**src/rtl/uart_cmd_slave.sv**
```systemverilog
// Slave end of the two-byte command UART link.
// The RX path rebuilds a 16-bit command, high byte first, and raises cmd_rdy until the core
// clears it. The TX path serializes one response byte on request.
// Framing is 8N1, LSB first, and the line idles high.
module uart_cmd_slave #(
    parameter int unsigned BAUD_CYCLES    = 2604,
    parameter int unsigned TIMEOUT_CYCLES = 65536
) (
    input  logic        clk,
    input  logic        rst_n,
    input  logic        RX,
    output logic        TX,
    output logic [15:0] cmd,
    output logic        cmd_rdy,
    input  logic        clr_cmd_rdy,
    input  logic [7:0]  resp,
    input  logic        send_resp,
    output logic        tx_busy,
    output logic        resp_sent
);

    localparam int unsigned BW = $clog2(BAUD_CYCLES + 1);
    localparam int unsigned TW = $clog2(TIMEOUT_CYCLES + 1);

    localparam logic [BW-1:0] BaudFull  = BW'(BAUD_CYCLES);
    localparam logic [BW-1:0] BaudHalf  = BW'(BAUD_CYCLES / 2);
    localparam logic [BW-1:0] TxReload  = BW'(BAUD_CYCLES - 1);
    localparam logic [TW-1:0] TimeoutLast = TW'(TIMEOUT_CYCLES - 1);

    typedef enum logic {RxIdle, RxRecv}           rx_state_e;
    typedef enum logic {AsmWaitHigh, AsmWaitLow}  asm_state_e;
    typedef enum logic {TxIdle, TxSend}           tx_state_e;

    logic            rx_meta, rx_sync, rx_prev;
    rx_state_e       rx_state;
    logic [BW-1:0]   rx_cnt;
    logic [3:0]      rx_bit;
    logic [7:0]      rx_shift;
    logic            byte_done;
    logic            frame_err;

    asm_state_e      asm_state;
    logic [7:0]      high_byte;
    logic [TW-1:0]   to_cnt;

    tx_state_e       tx_state;
    logic [8:0]      tx_shift;
    logic [BW-1:0]   tx_cnt;
    logic [3:0]      tx_bit;

    // Double-flop the asynchronous RX line; rx_prev feeds falling-edge detection.
    always_ff @(posedge clk or negedge rst_n) begin
        if (!rst_n) begin
            rx_meta <= 1'b1;
            rx_sync <= 1'b1;
            rx_prev <= 1'b1;
        end else begin
            rx_meta <= RX;
            rx_sync <= rx_meta;
            rx_prev <= rx_sync;
        end
    end

    // RX bit engine: samples mid-bit, emits one-cycle byte_done or frame_err pulses.
    always_ff @(posedge clk or negedge rst_n) begin
        if (!rst_n) begin
            rx_state  <= RxIdle;
            rx_cnt    <= '0;
            rx_bit    <= '0;
            rx_shift  <= '0;
            byte_done <= 1'b0;
            frame_err <= 1'b0;
        end else begin
            byte_done <= 1'b0;
            frame_err <= 1'b0;
            case (rx_state)
                RxIdle: begin
                    if (rx_prev && !rx_sync) begin
                        rx_state <= RxRecv;
                        rx_cnt   <= BaudHalf;
                        rx_bit   <= '0;
                    end
                end
                RxRecv: begin
                    if (rx_cnt == BW'(1)) begin
                        rx_cnt <= BaudFull;
                        rx_bit <= rx_bit + 4'd1;
                        if (rx_bit == 4'd0) begin
                            // A high line at mid-start means the edge was a glitch.
                            if (rx_sync) begin
                                rx_state <= RxIdle;
                            end
                        end else if (rx_bit == 4'd9) begin
                            rx_state <= RxIdle;
                            if (rx_sync) begin
                                byte_done <= 1'b1;
                            end else begin
                                frame_err <= 1'b1;
                            end
                        end else begin
                            rx_shift <= {rx_sync, rx_shift[7:1]};
                        end
                    end else begin
                        rx_cnt <= rx_cnt - BW'(1);
                    end
                end
                default: rx_state <= RxIdle;
            endcase
        end
    end

    // Command assembler: pairs bytes, drops a stale high byte, and owns cmd and cmd_rdy.
    always_ff @(posedge clk or negedge rst_n) begin
        if (!rst_n) begin
            asm_state <= AsmWaitHigh;
            high_byte <= '0;
            to_cnt    <= '0;
            cmd       <= '0;
            cmd_rdy   <= 1'b0;
        end else begin
            if (clr_cmd_rdy) begin
                cmd_rdy <= 1'b0;
            end
            if (frame_err) begin
                asm_state <= AsmWaitHigh;
            end else begin
                case (asm_state)
                    AsmWaitHigh: begin
                        if (byte_done) begin
                            high_byte <= rx_shift;
                            cmd_rdy   <= 1'b0;
                            to_cnt    <= '0;
                            asm_state <= AsmWaitLow;
                        end
                    end
                    AsmWaitLow: begin
                        // byte_done is checked first so it beats a coincident timeout.
                        if (byte_done) begin
                            cmd       <= {high_byte, rx_shift};
                            cmd_rdy   <= 1'b1;
                            asm_state <= AsmWaitHigh;
                        end else if (to_cnt == TimeoutLast) begin
                            high_byte <= '0;
                            asm_state <= AsmWaitHigh;
                        end else begin
                            to_cnt <= to_cnt + TW'(1);
                        end
                    end
                    default: asm_state <= AsmWaitHigh;
                endcase
            end
        end
    end

    // TX engine: shifts {resp, start} out LSB first and fills with ones, so the stop bit and
    // the idle level come out high.
    always_ff @(posedge clk or negedge rst_n) begin
        if (!rst_n) begin
            tx_state  <= TxIdle;
            tx_shift  <= '1;
            tx_cnt    <= '0;
            tx_bit    <= '0;
            tx_busy   <= 1'b0;
            resp_sent <= 1'b0;
        end else begin
            case (tx_state)
                TxIdle: begin
                    if (send_resp) begin
                        tx_shift  <= {resp, 1'b0};
                        tx_cnt    <= TxReload;
                        tx_bit    <= '0;
                        tx_busy   <= 1'b1;
                        resp_sent <= 1'b0;
                        tx_state  <= TxSend;
                    end
                end
                TxSend: begin
                    if (tx_cnt == '0) begin
                        tx_cnt <= TxReload;
                        if (tx_bit == 4'd9) begin
                            tx_busy   <= 1'b0;
                            resp_sent <= 1'b1;
                            tx_state  <= TxIdle;
                        end else begin
                            tx_shift <= {1'b1, tx_shift[8:1]};
                            tx_bit   <= tx_bit + 4'd1;
                        end
                    end else begin
                        tx_cnt <= tx_cnt - BW'(1);
                    end
                end
                default: tx_state <= TxIdle;
            endcase
        end
    end

    assign TX = tx_shift[0];

endmodule
```
**config.mk**
```make
export PLATFORM = sky130hd
export DESIGN_NAME = uart_cmd_slave
export DESIGN_NICKNAME = d
export VERILOG_FILES = /design/src/rtl/uart_cmd_slave.sv
export SDC_FILE = /design/constraint.sdc
export NUM_CORES = 1
export LEC_CHECK = 0
export ABC_AREA = 1
export ABC_CLOCK_PERIOD_IN_PS = 4000
export CAP_MARGIN = 10
export CORE_UTILIZATION = 50
export CTS_CLUSTER_SIZE = 40
export DETAILED_ROUTE_END_ITERATION = 12
export DONT_BUFFER_PORTS = 1
export PLACE_DENSITY = 0.72
export SLEW_MARGIN = 20
export SYNTH_ARGS = -nofsm -noshare
export SYNTH_HDL_FRONTEND = slang
export SYNTH_SLANG_ARGS = --single-unit
```
**constraint.sdc**
```tcl
create_clock -name clk -period 4 [get_ports clk]
set_clock_uncertainty 0.2 [all_clocks]
set_input_delay 0.4 -clock clk [delete_from_list [all_inputs] [get_ports clk]]
set_output_delay 0.4 -clock clk [all_outputs]
set_load 0.005 [all_outputs]
```
* Word level (Yosys, flattened, before mapping) *
Index checks and enable logic that the tools add are counted.

cells by class
  add/sub/neg operators = 5
  equality and inequality tests = 14
  mux-type cells = 62
  bitwise gates (word level) = 6
  reduce and logical (&&, ||, !) cells = 11

operators by type and width
  operator                                                count
  two-way mux 17 bit                                      3
  two-way mux 12 bit                                      4
  one-hot mux 12 bit (2 select lines)                     2
  one-hot mux 17 bit (2 select lines)                     1
  two-way mux 1 bit                                       31
  two-way mux 9 bit                                       3
  two-way mux 8 bit                                       3
  subtractor 12 x 1 -> 12 bit (second input constant)     2
  two-way mux 4 bit                                       5
  one-hot mux 9 bit (2 select lines)                      1
  adder 17 x 1 -> 17 bit (second input constant)          1
  equality test 17 x 16 -> 1 bit (second input constant)  1
  one-hot mux 4 bit (2 select lines)                      2
  one-hot mux 8 bit (2 select lines)                      1
  equality test 12 x 1 -> 1 bit (second input constant)   1
  logical NOT 12 bit                                      1
  inequality test 2 bit (second input constant)           6
  one-hot mux 1 bit (2 select lines)                      6
  AND reduction 4 bit                                     3
  AND reduction 3 bit                                     3
  adder 4 x 1 -> 4 bit (second input constant)            2
  equality test 4 bit (second input constant)             2
  inequality test 2 x 1 -> 1 bit (second input constant)  4
  inverter 1 bit                                          6
  other kinds (4)                                         4

storage, ports and cells
  flip-flop bits (word level) = 101
  input port bits = 13
  output and inout port bits = 20
  logic and storage cells = 118

* Logic depth before layout (Yosys ltp) *
  depth in word-level cells = 5
  gate-level depth with buffers = 12
  gate-level depth less buffers = 12

* Worst setup path before layout *
Ideal clock, no wire load.

  path kind = register to register
  from = register to_cnt[0]
  to = register to_cnt[7]
  library setup time = 0.083 ns
  arrival = 1.596 ns
  required time = 3.717 ns
  path slack = 2.121 ns
  cell stages (with the launch flop) = 11
  buffers on the path = 1
  clock period less this slack = 1.879 ns
  path through = dfrtp_1 -> ha_1 -> nand2_1 -> nor2_1 -> ha_1 -> nand2_1 -> nand2_1 -> nor2_1 -> buf_4 -> nand4_1 -> o21ai_0

on the way
  longest elaborated chain between the ends = 4
  elaborated cells between the ends (all ways) = 7
  classes of those cells = add/sub (1); eq/ne (2); mux (3); reduce/logical (1)

ends and longest elaborated chain
  item                                 RTL line  RTL
  start, declared                      44        logic [TW-1:0] to_cnt;
  start signal, assigned               146       to_cnt <= to_cnt + TW'(1);
  adder 17 x 1 -> 17 bit               146
  two-way mux 17 bit                   142       end else if (to_cnt == TimeoutLast) begin
  two-way mux 17 bit                   138       if (byte_done) begin
  one-hot mux 17 bit (2 select lines)  127       case (asm_state)

Several ways; a longest one is shown, not always the timed one. The select of a mux whose other input is x is not followed.
A chain may end at the register's enable or synchronous reset.

* Worst setup path after layout *
  from = register to_cnt[0]
  to = register to_cnt[3]

The elaborated chain is that of the path after synthesis.

==> flow_metrics.tcl <==
set metrics [dict create \
    finalSetupViolations 0 \
    cts-root-buf "clkbuf_8" \
    clkLatencyLatePin_ns 0.36 \
    top_usage_layer "met2" \
    vias 3841 \
    post_cts_buffers 0 \
    p_leak_uw 0.00252 \
    drv_cap 0 \
    hpwl_mm 6.82 \
    drt_iter0_drc 151 \
    p_sw_uw 617 \
    cts_max_level 3 \
    yosys_warnings 0 \
    sw_frac_of_total_pct 30.1 \
    crit_type "reg2reg" \
    synth_edf_count 0 \
    seq_power_share_pct 56.2 \
    std_cell_rows 36 \
    drc_errors 0 \
    grt_pass1_vias 3683 \
    area_growth_pct 6.42 \
    die_x_um 103 \
    startpoint_type "flop" \
    use_met1_pct 26.3 \
    start_util_pct 51.6 \
    ir_worst_vdd_mv 0.241 \
    status "complete, no violations" \
    worstPathArrival_ns 2.76 \
    fin_crit_sh_pct 66.6 \
    grt_max_degree 102 \
    met2_usage_pct 32.1 \
    routabilityCongestion 0.955 \
    tightest_slew_ns 0.785 \
    crit_fanout 12 \
    routed_wl_mm 9.58 \
    dr.pass1.iters 4 \
    ys_seq_area_share_pct 50.1 \
    pwr-share-comb_pct 13.8 \
    final_common_cell "nand2_1" \
    drive_gt1_share_pct 11.5 \
    slew_headroom_pct 47.5 \
    portBuffers 0 \
    ys.flop_type "dfrtp_1" \
    rsz0062_at_grt "false" \
    vias_per_cell 5.24 \
    cts_resized 0 \
    async_reset_ff_share_pct 100 \
    hold_viol 0 \
    dieArea_sq_um 10500 \
    finalCoreUtilization_pct 54.9 \
    crit_required_ns 4.09 \
    p_clk_share_pct 30.0 \
    grt_usage_pct 20.0 \
    grt_overflow_total 0 \
    antenna_left 0 \
    yosysUniqueCellTypes 39 \
    hp-class "in2reg" \
    syn-num-nets 618 \
    syn-instance-count 594 \
    clk_path_buf_depth 2 \
    die_height_um 103 \
    internal-power_uw 1430 \
    grt_pass1_wl_mm 16.4 \
    cts.sinks 101 \
    wl_per_cell_um 13.1 \
    maxSlewViolCount 0 \
    core_area_sq_um 9820 \
    cts_tree "yes" \
    clk_pin_slew_ns 0.10 \
    final_cell_mix "153 x nand2_1, 89 x dfrtp_1, 61 x inv_1" \
    synth_area_sq_um 5070 \
    syn_avg_cell_area_sq_um 8.54 \
    nets 619 \
    p_per_area_nw_per_um2 380 \
    fin_crit_ns 2.66 \
    critPathCaptureType "flop" \
    setup-tns-final_ns 0 \
    cts_buffers 9 \
    fmax_ghz 0.375 \
    antenna_found_initial 0 \
    use_met3_pct 4.95 \
    ys_seq_elements 101 \
    setup_ws_ns 1.34 \
    io-pin-count 33 \
    dp_slack_ns 1.36 \
    diodes 0 \
]
## cell type report
cell class,instances,area [sq um]
clock buffers,9,124
well taps,133,166
inverters,63,236
fillers,893,4420
repair buffers,5,67.6
multi-input cells,415,2190
flip-flops and latches,101,2540
clock inverters,7,67.6
## cells by family after synthesis
logic type / count (synthesis) / synth area share [%]
buffers and inverters: 78 / 6.64
AO/OA/AOI/OAI: 74 / 9.11
multiplexers: 11 / 2.30
adder cells (fa/ha/maj): 11 / 2.71
AND/OR/NAND/NOR: 303 / 26.3
flip-flops: 101 / 50.1
XOR/XNOR: 16 / 2.76
## power by group through the flow
stage               Sequential, uW  Combinational [uW]  Clock [uW]
floorplan                     1160                 214           0
finish                        1150                 283         615
global placement              1170                 247           0
detailed placement            1170                 258           0
CTS                           1150                 286         640
global route                  1160                 336         671
## synth_stat cells (2+ instances only)
cell type	n	share of area, %
dfrtp_1	89	44
or2_2	2	0.25
nand4_1	18	2.2
xor2_1	12	2.1
nand2_2	7	0.86
clkbuf_1	3	0.22
mux2_2	5	1.1
o21ai_2	13	2.2
inv_1	61	4.5
nand2_1	153	11
o21ai_0	39	3.9
nor2_1	55	4.1
buf_4	4	0.59
nand3_1	49	4.8
o21bai_1	6	0.89
buf_2	5	0.49
nor2_2	6	0.74
o21ai_1	2	0.20
o22ai_1	5	0.62
buf_6	3	0.67
ha_1	11	2.7
nor3_1	6	0.59
dfstp_2	12	6.2
xnor2_1	4	0.69
inv_2	2	0.15
a21oi_1	4	0.39
mux2i_1	6	1.2
## sequential cells by signal (all words and copies together) (netlist names), 8 cells and up
register   cells
to_cnt        17
cmd           16
rx_cnt        12
tx_cnt        12
tx_shift       9
high_byte      8
rx_shift       8
## routing by layer
metal	wire length (um)	part of all wire (%)
met4	140	1.5
met3	324	3.4
met1	4710	49
met5	0	0
met2	4400	46
## metrics by stage
stage,area [sq um],hold WS [ns],instances,total power (uW)
after floorplan,5070,-0.0956,594,1370
after global placement,5140,-0.0929,712,1410
after detailed placement,5140,-0.0923,712,1430
after CTS,5400,0.0149,733,2080
after global routing,5400,0.0266,733,2170
final,5400,0.0295,733,2050
## critical path: stages (launching register included)
cell and delay (ns):
dfrtp_1 0.43, ha_1 0.24, nand2_1 0.12, nor2_1 0.07, ha_1 0.20, nand2_1 0.13, nand2_1 0.07, nor2_1 0.61
nand2_1 0.22, xor2_1 0.20, nor2_1 0.10
## path summary, 6_finish.rpt
check | cells after the start | start | to | slack, ns
setup / recovery | 10 | to_cnt[0]$_DFFE_PN0P_ | to_cnt[3]$_DFFE_PN0P_ | 1.34
hold / removal | 2 | send_resp | tx_busy$_DFFE_PN0P_ | 0.03
setup reg to reg | 10 | to_cnt[0]$_DFFE_PN0P_ | to_cnt[3]$_DFFE_PN0P_ | 1.34
hold reg to reg | 0 | rx_meta$_DFF_PN1_ | rx_sync$_DFF_PN1_ | 0.18
max in group asynchronous | 2 | rst_n | rx_prev$_DFF_PN1_ | 2.78
min in group asynchronous | 2 | rst_n | cmd[8]$_DFFE_PN0P_ | 0.40
## repair_timing
action | CTS | global route
hold buffers | 5 | 0
hold endpoints to repair | 104 | 0
endpoints found under the setup margin | 0 | 0
(Power assumes the default switching activity.)
